--- src/rtl/mips_ctrl_pkg.sv ---
// Shared encodings for the MIPS multi-cycle controller: state codes, opcodes,
// PC source selects and the instruction class enum.
package mips_ctrl_pkg;

  typedef enum logic [3:0] {
    S_RST   = 4'd0,
    S_IF    = 4'd1,
    S_ID    = 4'd2,
    S_EX    = 4'd3,
    S_MADDR = 4'd4,
    S_MRD   = 4'd5,
    S_MWR   = 4'd6,
    S_WB    = 4'd7,
    S_WBM   = 4'd8,
    S_BR    = 4'd9,
    S_JMP   = 4'd10,
    S_HALT  = 4'd11
  } state_e;

  typedef enum logic [2:0] {
    CLS_R, CLS_ALUI, CLS_LOAD, CLS_STORE, CLS_BR, CLS_J, CLS_JAL, CLS_ILL
  } cls_e;

  localparam logic [5:0] OP_R      = 6'b000000;
  localparam logic [5:0] OP_ADDIU  = 6'b001001;
  localparam logic [5:0] OP_SLTI   = 6'b001010;
  localparam logic [5:0] OP_SLTIU  = 6'b001011;
  localparam logic [5:0] OP_ANDI   = 6'b001100;
  localparam logic [5:0] OP_ORI    = 6'b001101;
  localparam logic [5:0] OP_XORI   = 6'b001110;
  localparam logic [5:0] OP_LUI    = 6'b001111;
  localparam logic [5:0] OP_LW     = 6'b100011;
  localparam logic [5:0] OP_LB     = 6'b100000;
  localparam logic [5:0] OP_LBU    = 6'b100100;
  localparam logic [5:0] OP_SW     = 6'b101011;
  localparam logic [5:0] OP_SB     = 6'b101000;
  localparam logic [5:0] OP_REGIMM = 6'b000001;
  localparam logic [5:0] OP_BEQ    = 6'b000100;
  localparam logic [5:0] OP_BNE    = 6'b000101;
  localparam logic [5:0] OP_BLEZ   = 6'b000110;
  localparam logic [5:0] OP_BGTZ   = 6'b000111;
  localparam logic [5:0] OP_J      = 6'b000010;
  localparam logic [5:0] OP_JAL    = 6'b000011;

  localparam logic [1:0] PC_SEQ = 2'b00;
  localparam logic [1:0] PC_BR  = 2'b01;
  localparam logic [1:0] PC_JMP = 2'b10;

endpackage

--- src/rtl/mc_seq_ctrl_if.sv ---
// Shared instruction/data memory port between the sequencer and memory.
// Handshake: mem_req is held until the cycle mem_ready is high; that cycle
// completes the access. mem_ready seen while mem_req is low carries no meaning.
interface mc_seq_ctrl_if;
  logic mem_req;
  logic mem_we;
  logic iord;
  logic mem_ready;

  modport master (output mem_req, output mem_we, output iord, input mem_ready);
  modport slave  (input mem_req, input mem_we, input iord, output mem_ready);
endinterface

--- src/rtl/mc_seq_ctrl_op_classify.sv ---
// Combinational opcode-to-class decode, shared with the main decoder bench.
module op_classify
  import mips_ctrl_pkg::*;
(
  input  logic [5:0] op,
  output cls_e       cls
);
  always_comb begin
    cls = CLS_ILL;
    unique case (op)
      OP_R:                                   cls = CLS_R;
      OP_ADDIU, OP_SLTI, OP_SLTIU, OP_ANDI,
      OP_ORI, OP_XORI, OP_LUI:                cls = CLS_ALUI;
      OP_LW, OP_LB, OP_LBU:                   cls = CLS_LOAD;
      OP_SW, OP_SB:                           cls = CLS_STORE;
      OP_REGIMM, OP_BEQ, OP_BNE,
      OP_BLEZ, OP_BGTZ:                       cls = CLS_BR;
      OP_J:                                   cls = CLS_J;
      OP_JAL:                                 cls = CLS_JAL;
      default:                                cls = CLS_ILL;
    endcase
  end
endmodule

--- src/rtl/mc_seq_ctrl.sv ---
// Multi-cycle MIPS sequencer: steps IF/ID/EX/MEM/WB over one shared memory
// port, with a per-access wait timeout and a retired-instruction counter.
module mc_seq_ctrl
  import mips_ctrl_pkg::*;
#(
  parameter int MEM_TIMEOUT = 16
) (
  input  logic        clk,
  input  logic        rst_n,
  input  logic [5:0]  op,
  input  logic        branch_taken,
  mc_seq_ctrl_if.master mem,
  output logic        ir_wr,
  output logic        pc_wr,
  output logic [1:0]  pc_src,
  output logic        reg_wr,
  output logic        link,
  output logic [3:0]  state,
  output logic        illegal,
  output logic        bus_err,
  output logic [31:0] retired
);
  localparam logic [15:0] TIMEOUT = 16'(MEM_TIMEOUT);

  state_e      r_state;
  logic [15:0] r_wait_cnt;
  logic        r_bus_err;
  logic [31:0] r_retired;

  cls_e w_cls;
  logic w_mem_state;
  logic w_timeout;
  logic w_ready;

  op_classify u_op_classify (.op(op), .cls(w_cls));

  assign w_mem_state = (r_state == S_IF) || (r_state == S_MRD) || (r_state == S_MWR);
  assign w_timeout   = w_mem_state && (r_wait_cnt == TIMEOUT);
  // ready only completes an access while the request is actually being driven
  assign w_ready     = w_mem_state && !w_timeout && mem.mem_ready;

  assign state   = r_state;
  assign bus_err = r_bus_err;
  assign retired = r_retired;

  always_ff @(posedge clk or negedge rst_n) begin
    if (!rst_n) begin
      r_state    <= S_RST;
      r_wait_cnt <= '0;
      r_bus_err  <= 1'b0;
      r_retired  <= '0;
    end else begin
      unique case (r_state)
        S_RST: begin
          r_state    <= S_IF;
          r_wait_cnt <= '0;
        end
        S_IF, S_MRD, S_MWR: begin
          if (w_timeout) begin
            r_state   <= S_HALT;
            r_bus_err <= 1'b1;
          end else if (w_ready) begin
            r_wait_cnt <= '0;
            unique case (r_state)
              S_IF:    r_state <= S_ID;
              S_MRD:   r_state <= S_WBM;
              default: begin
                r_state   <= S_IF;
                r_retired <= r_retired + 32'd1;
              end
            endcase
          end else begin
            r_wait_cnt <= r_wait_cnt + 16'd1;
          end
        end
        S_ID: begin
          r_wait_cnt <= '0;
          unique case (w_cls)
            CLS_R, CLS_ALUI:     r_state <= S_EX;
            CLS_LOAD, CLS_STORE: r_state <= S_MADDR;
            CLS_BR:              r_state <= S_BR;
            CLS_J, CLS_JAL:      r_state <= S_JMP;
            default:             r_state <= S_IF;
          endcase
        end
        S_EX: r_state <= S_WB;
        S_MADDR: begin
          r_wait_cnt <= '0;
          r_state    <= (w_cls == CLS_LOAD) ? S_MRD : S_MWR;
        end
        S_WB, S_WBM, S_BR, S_JMP: begin
          r_state    <= S_IF;
          r_wait_cnt <= '0;
          r_retired  <= r_retired + 32'd1;
        end
        default: r_state <= S_HALT;
      endcase
    end
  end

  always_comb begin
    mem.mem_req = 1'b0;
    mem.mem_we  = 1'b0;
    mem.iord    = 1'b0;
    ir_wr       = 1'b0;
    pc_wr       = 1'b0;
    pc_src      = PC_SEQ;
    reg_wr      = 1'b0;
    link        = 1'b0;
    illegal     = 1'b0;
    unique case (r_state)
      S_IF: begin
        mem.mem_req = !w_timeout;
        ir_wr       = w_ready;
        pc_wr       = w_ready;
      end
      S_ID:  illegal = (w_cls == CLS_ILL);
      S_MRD: begin
        mem.mem_req = !w_timeout;
        mem.iord    = 1'b1;
      end
      // the write qualifier drops together with the request on timeout
      S_MWR: begin
        mem.mem_req = !w_timeout;
        mem.mem_we  = !w_timeout;
        mem.iord    = 1'b1;
      end
      S_WB, S_WBM: reg_wr = 1'b1;
      S_BR: begin
        pc_wr  = branch_taken;
        pc_src = PC_BR;
      end
      S_JMP: begin
        pc_wr  = 1'b1;
        pc_src = PC_JMP;
        reg_wr = (w_cls == CLS_JAL);
        link   = (w_cls == CLS_JAL);
      end
      default: ;
    endcase
  end
endmodule

--- src/flat_wrapper.sv ---
// flat-port wrapper written by rule: the top's interface ports become plain ports
module mc_seq_ctrl_flat import mips_ctrl_pkg::*;
#(
  parameter int MEM_TIMEOUT = 16
)
  (clk, rst_n, op, branch_taken, ir_wr, pc_wr, pc_src, reg_wr, link, state, illegal, bus_err, retired, mem_mem_req, mem_mem_we, mem_iord, mem_mem_ready);
  mc_seq_ctrl_if mem_i ();
  input  logic clk;
  input  logic rst_n;
  input  logic [5:0] op;
  input  logic branch_taken;
  output logic ir_wr;
  output logic pc_wr;
  output logic [1:0] pc_src;
  output logic reg_wr;
  output logic link;
  output logic [3:0] state;
  output logic illegal;
  output logic bus_err;
  output logic [31:0] retired;
  output wire logic [$bits(mem_i.mem_req)-1:0] mem_mem_req;
  output wire logic [$bits(mem_i.mem_we)-1:0] mem_mem_we;
  output wire logic [$bits(mem_i.iord)-1:0] mem_iord;
  input wire logic [$bits(mem_i.mem_ready)-1:0] mem_mem_ready;
  assign mem_mem_req = mem_i.mem_req;
  assign mem_mem_we = mem_i.mem_we;
  assign mem_iord = mem_i.iord;
  assign mem_i.mem_ready = mem_mem_ready;
  mc_seq_ctrl #(.MEM_TIMEOUT(MEM_TIMEOUT)) u_core (.clk(clk), .rst_n(rst_n), .op(op), .branch_taken(branch_taken), .mem(mem_i), .ir_wr(ir_wr), .pc_wr(pc_wr), .pc_src(pc_src), .reg_wr(reg_wr), .link(link), .state(state), .illegal(illegal), .bus_err(bus_err), .retired(retired));
endmodule
--- config.mk ---
export PLATFORM = sky130hd
export DESIGN_NAME = mc_seq_ctrl_flat
export DESIGN_NICKNAME = d
export VERILOG_FILES = /design/src/rtl/mips_ctrl_pkg.sv /design/src/rtl/mc_seq_ctrl_if.sv /design/src/rtl/mc_seq_ctrl_op_classify.sv /design/src/rtl/mc_seq_ctrl.sv /design/src/flat_wrapper.sv
export SDC_FILE = /design/constraint.sdc
export NUM_CORES = 1
export LEC_CHECK = 0
export CAP_MARGIN = 0
export CORE_MARGIN = 2
export CORE_UTILIZATION = 52
export CTS_BUF_LIST = sky130_fd_sc_hd__clkbuf_16
export CTS_CLUSTER_SIZE = 12
export DETAILED_ROUTE_END_ITERATION = 8
export PLACE_DENSITY = 0.8
export SLEW_MARGIN = 5
export SYNTH_ARGS = -nofsm -noshare
export SYNTH_HDL_FRONTEND = slang
export SYNTH_SLANG_ARGS = --single-unit
--- constraint.sdc ---
create_clock -name clk -period 2.9 [get_ports clk]
set_input_delay 0.58 -clock clk [delete_from_list [all_inputs] [get_ports clk]]
set_output_delay 0.58 -clock clk [all_outputs]
set_load 0.02 [all_outputs]
==> Word level (Yosys, flattened, before mapping) <==
Memory sizes are Yosys's and may differ from the RTL's.
Cells that the tools add are included.
{ "word_totals": {"register_bits": 53, "rom_bits": 192, "inputBits": 10, "out_inout_bits": 47, "word_cells": 74, "n_memories": 1} }
{ "classes": {"n_addsub": 2, "eq_ne": 22, "n_mux": 22, "reduce_logical": 23} }
{ "mem_list": {"columns": ["name", "words", "word_bits", "read_ports", "rd_ports_with_merged_regs", "write_ports", "line_no", "rtl"], "rows": [
  ["(no name shown)", 64, 3, 1, 0, 0, "mc_seq_ctrl_op_classify.sv:10", "unique case (op)"]
]} }
{ "op_table": {"columns": ["operator", "n"], "rows": [
  ["32-bit two-way mux", 3],
  ["32-bit case mux with 2 select lines", 1],
  ["32-bit by 1-bit adder with 32-bit output, second input constant", 1],
  ["16-bit two-way mux", 2],
  ["16-bit case mux with 2 select lines", 1],
  ["4-bit case mux with 5 select lines", 1],
  ["16-bit by 1-bit adder with 16-bit output, second input constant", 1],
  ["16-bit by 5-bit equality test with 1-bit output, second input constant", 1],
  ["4-bit by 3-bit equality test with 1-bit output, second input constant", 4],
  ["4-bit case mux with 4 select lines", 1],
  ["3-bit equality test, second input constant", 4],
  ["4-bit equality test, second input constant", 3],
  ["2-bit OR reduction", 6],
  ["4-bit by 2-bit equality test with 1-bit output, second input constant", 2],
  ["4-bit two-way mux", 2],
  ["4-bit case mux with 2 select lines", 1],
  ["7-bit OR reduction", 1],
  ["3-bit by 2-bit equality test with 1-bit output, second input constant", 2],
  ["1-bit two-way mux", 6],
  ["5-bit OR reduction", 1],
  ["4-bit by 1-bit equality test with 1-bit output, second input constant", 1],
  ["4-bit logical NOT", 1],
  ["2-bit != test, second input constant", 2],
  ["2-bit case mux with 2 select lines", 1],
  ["other kinds (15)", 20]
]} }

==> Longest topological paths before layout <==
{ "depth": {"word_depth": 10, "mapped_depth": 10} }

==> Cells and area by module <==
Synthesis repeated with hierarchy kept, for this count alone.
{ "hier_totals": {"cells_unflattened": 343, "hier_area_um2": 3363.2} }
{ "modules_own_cells": {"columns": ["module", "instances", "cells_each", "area_each_um2", "seq_area_each_um2"], "rows": [
  ["mc_seq_ctrl", 1, 324, 3226.8, 1326.3],
  ["op_classify", 1, 19, 136.4, 0.0]
]} }

==> Worst setup path after synthesis <==
OpenSTA, ideal clock, no wires.
{ "synth_path": {"path_kind": "in2out", "from": "input op[0]", "to": "output reg_wr", "t_arrival_ns": 2.313, "required_ns": 2.320, "setup_slack_ns": 0.007, "path_stages": 8, "path_cell_list": "inv_1 ha_1 nand2b_1 a21oi_1 a2111o_1 nor2_1 a21boi_0 o32ai_1"} }
{ "synth_between": {"elab_chain_len": 3} }
{ "synth_lines": {"columns": ["item", "line_no", "rtl"], "rows": [
  ["from (decl)", "flat_wrapper.sv:10", "input logic [5:0] op;"],
  ["memory 64 x 3 bit", null, null],
  ["3-bit equality test", "mc_seq_ctrl.sv:136", "reg_wr = (w_cls == CLS_JAL);"],
  ["1-bit case mux with 2 select lines", "mc_seq_ctrl.sv:111", "unique case (r_state)"],
  ["to (decl)", "flat_wrapper.sv:15", "output logic reg_wr;"]
]} }
Every way passes these cells.

==> Worst setup path in the final report <==
Same ends and word-level chain as after synthesis.

==> results.json <==
{
  "ys_ff_latch": 53,
  "seq_area_frac_synth_pct": 44.65,
  "crit_start": "op[0]",
  "initial_utilization_pct": 53.94,
  "async_flop_share_pct": 100.0,
  "clk_pin_slew_ps": 70,
  "setup_slack_ps": 90.54,
  "fin_skew_ps": 4.921,
  "die_y_microns": 79.58,
  "coreArea_sq_mm": 0.005507,
  "reg2reg_to": "u_core.state[0]",
  "final_nets": 397,
  "drc": 0,
  "die-area_sq_mm": 0.006333,
  "overflow": 0,
  "p_leak_nw": 1.750,
  "layout-drive-gt1-share_pct": 13.87,
  "num_vias": 2620,
  "root_buffer": "clkbuf_16",
  "antennaDiodeCount": 0,
  "finalCritPeriodShare_pct": 96.88,
  "worstSetupEndpointType": "primary output",
  "pin_count": 57,
  "wl_met2_microns": 3627,
  "synth_edf_count": 0,
  "power_density_mw_per_mm2": 676.7,
  "vdd_ir_drop_max_uv": 478.2,
  "cp.arrival_ps": 2230,
  "reg2reg_from": "u_core.r_wait_cnt[0]",
  "rows": 27,
  "regToRegSetupSlack_ps": 250,
  "routedWlPerCell_microns": 15.86,
  "status": "finished clean",
  "io_buffer_count": 56,
  "yosysUniqueCellTypes": 49,
  "slew_violations": 0,
  "finalSetupViolCount": 0,
  "start_kind": "input port",
  "ys.flop_type": "dfrtp_1",
  "grt_pass1_wl_microns": 12050,
  "track_usage_pct": 24.36,
  "h-tree-depth": 2,
  "r2r_cells": 8,
  "postLayoutCoreUtil_pct": 70.71,
  "yosys_warnings": 0,
  "grt_max_degree": 20,
  "clock_path_buffers": 2,
  "crit_type": "in -> out",
  "clk_latency_ps": 290,
  "cts_tree": "yes",
  "top_layer": "met4",
  "syn_area_sq_mm": 0.002970,
  "area_delta_synth_final_pct": 31.09,
  "die_w_microns": 79.58,
  "critPathMaxFanout": 2,
  "rsz0062_at_grt": "no",
  "viasPerCell": 5.771,
  "cts_made_buffers": 5,
  "hold_viol_final": 0,
  "synth_area_per_cell_sq_um": 9.675,
  "place_ws_ps": -806.9,
  "synthCells": 307,
  "fillCellCount": 425,
  "wl_microns": 7199,
  "p_total_mw": 2.635,
  "first_global_vias": 2514,
  "wl_met3_microns": 349,
  "period_needed_ps": 2809,
  "cts.sink_count": 53,
  "met1_length_microns": 3086,
  "hp-class": "in -> async",
  "ant_nets": 0,
  "drt_first_pass_iters": 4,
  "dr.first_iter.drc_count": 149,
  "place_congestion": 0.9895,
  "post-dp-hpwl_microns": 5067,
  "worst_pin_slew_ps": 1161,
  "antenna_found_initial": 0,
  "max_slew_margin_pct": 22.63,
  "required_ps": 2320,
  "max_cap_viol_count": 0,
  "max_freq_mhz": 355.9,
  "syn_nets": 323
}
cells in the mapped netlist (all sizes together), types with 2 or more instances:
cell	instances	share of area (%)
and4	7	2.1
nor3	14	2.4
clkbuf	3	0.38
nand3b	2	0.51
and3	9	1.9
dfrtp	53	45
nor4	6	1.5
xnor2	19	5.6
nor2	32	4.0
o22ai	2	0.42
nor3b	2	0.51
or3	4	0.84
nand3	16	2.7
a31oi	2	0.42
buf	8	1.4
ha	6	2.5
o211ai	2	0.51
and2	3	0.63
inv	11	1.4
xor2	27	8.0
a21oi	9	1.6
nand4	15	3.2
o21ai	7	1.2
nand2	21	2.9
nand2b	8	2.3
mux2	2	0.76
flip-flops by register name, indices dropped and copies added (netlist names):
signal,cells
u_core.bus_err,1
u_core.r_wait_cnt,16
u_core.retired,32
u_core.state,4
stage by stage:
| step | TNS, ps | cells | hold WS, ps | instance area, sq um |
|---|---|---|---|---|
| floorplan | 0 | 307 | 284.4 | 2970 |
| global placement | -1816 | 445 | 441.4 | 3720 |
| detailed placement | -2099 | 445 | 451.9 | 3720 |
| CTS | 0 | 453 | 210.1 | 3881 |
| global route | 0 | 454 | 228.4 | 3894 |
| finish | 0 | 454 | 194.9 | 3894 |
final cells by class:
type | instances | area, sq um | share of cell area, %
Multi-Input combinational cell | 232 | 1584 | 40.68
Sequential cell | 53 | 1326 | 34.06
Timing Repair Buffer | 78 | 698.2 | 17.93
Clock buffer | 5 | 125.1 | 3.213
Tap cell | 72 | 90.09 | 2.314
Inverter | 11 | 41.29 | 1.060
Clock inverter | 3 | 28.78 | 0.7391
critical path, cell delays in order:
cell             delay (ps)
clkdlybuf4s15_1         200
inv_2                    60
buf_4                   130
ha_1                    200
a2111o_1                450
nor2_2                  110
a21boi_1                 80
o32ai_1                 210
buf_2                   210
cells in the final DEF, fill, tap and decap left out, drive strengths merged, types with 2 or more instances in the layout:
cell type	count
and3	9
xnor2	19
nor4	6
and4	7
dfrtp	53
dlygate4sd2	4
ha	6
o21ai	7
inv	13
o211ai	2
or3	4
nand3	16
nor3	14
buf	26
a21oi	9
nand2b	8
clkdlybuf4s50	45
and2	3
o22ai	2
nand2	21
mux2	2
clkbuf	6
nand4	15
xor2	27
a31oi	2
nor3b	2
nand3b	2
nor2	32
what timing repair did:
action / 4_1_cts / 5_1_grt
resized for setup: 28 / 5
hold buffers: 0 / 0
buffers inserted: 0 / 1
endpoints found under the setup margin: 5 / 3
pin swaps: 4 / 4
layer usage:
| layer | global-route usage [%] | up-vias |
|---|---|---|
| met5 | 0 | - |
| li1 | - | 1239 |
| met1 | 31.25 | 1284 |
| met3 | 4.864 | 13 |
| met4 | 8.966 | 0 |
| met2 | 40.76 | 84 |
power by group:
part           internal [mW]  leakage [nW]  switching [mW]
Sequential             0.817         0.702           0.110
Combinational          0.461         0.971           0.627
Clock                  0.331        0.0763           0.288
Total                   1.61          1.75            1.03
worst max-delay path by stage:
stage                   to  slack [ps]
detailed placement  reg_wr        -810
finish              reg_wr          90
global placement    reg_wr        -730
floorplan           reg_wr           7
CTS                 reg_wr          20
global route        reg_wr           8
logic make-up after synthesis:
kind of cell	Yosys count	share of synthesized area [%]
AND/OR/NAND/NOR	142	26.28
AO/OA/AOI/OAI	34	8.341
adder cells (fa/ha/maj)	7	2.864
XOR/XNOR	46	13.56
flip-flops	53	44.65
multiplexers	3	1.095
buffers and inverters	22	3.201
Note: power is estimated with default switching activity, not from simulation.
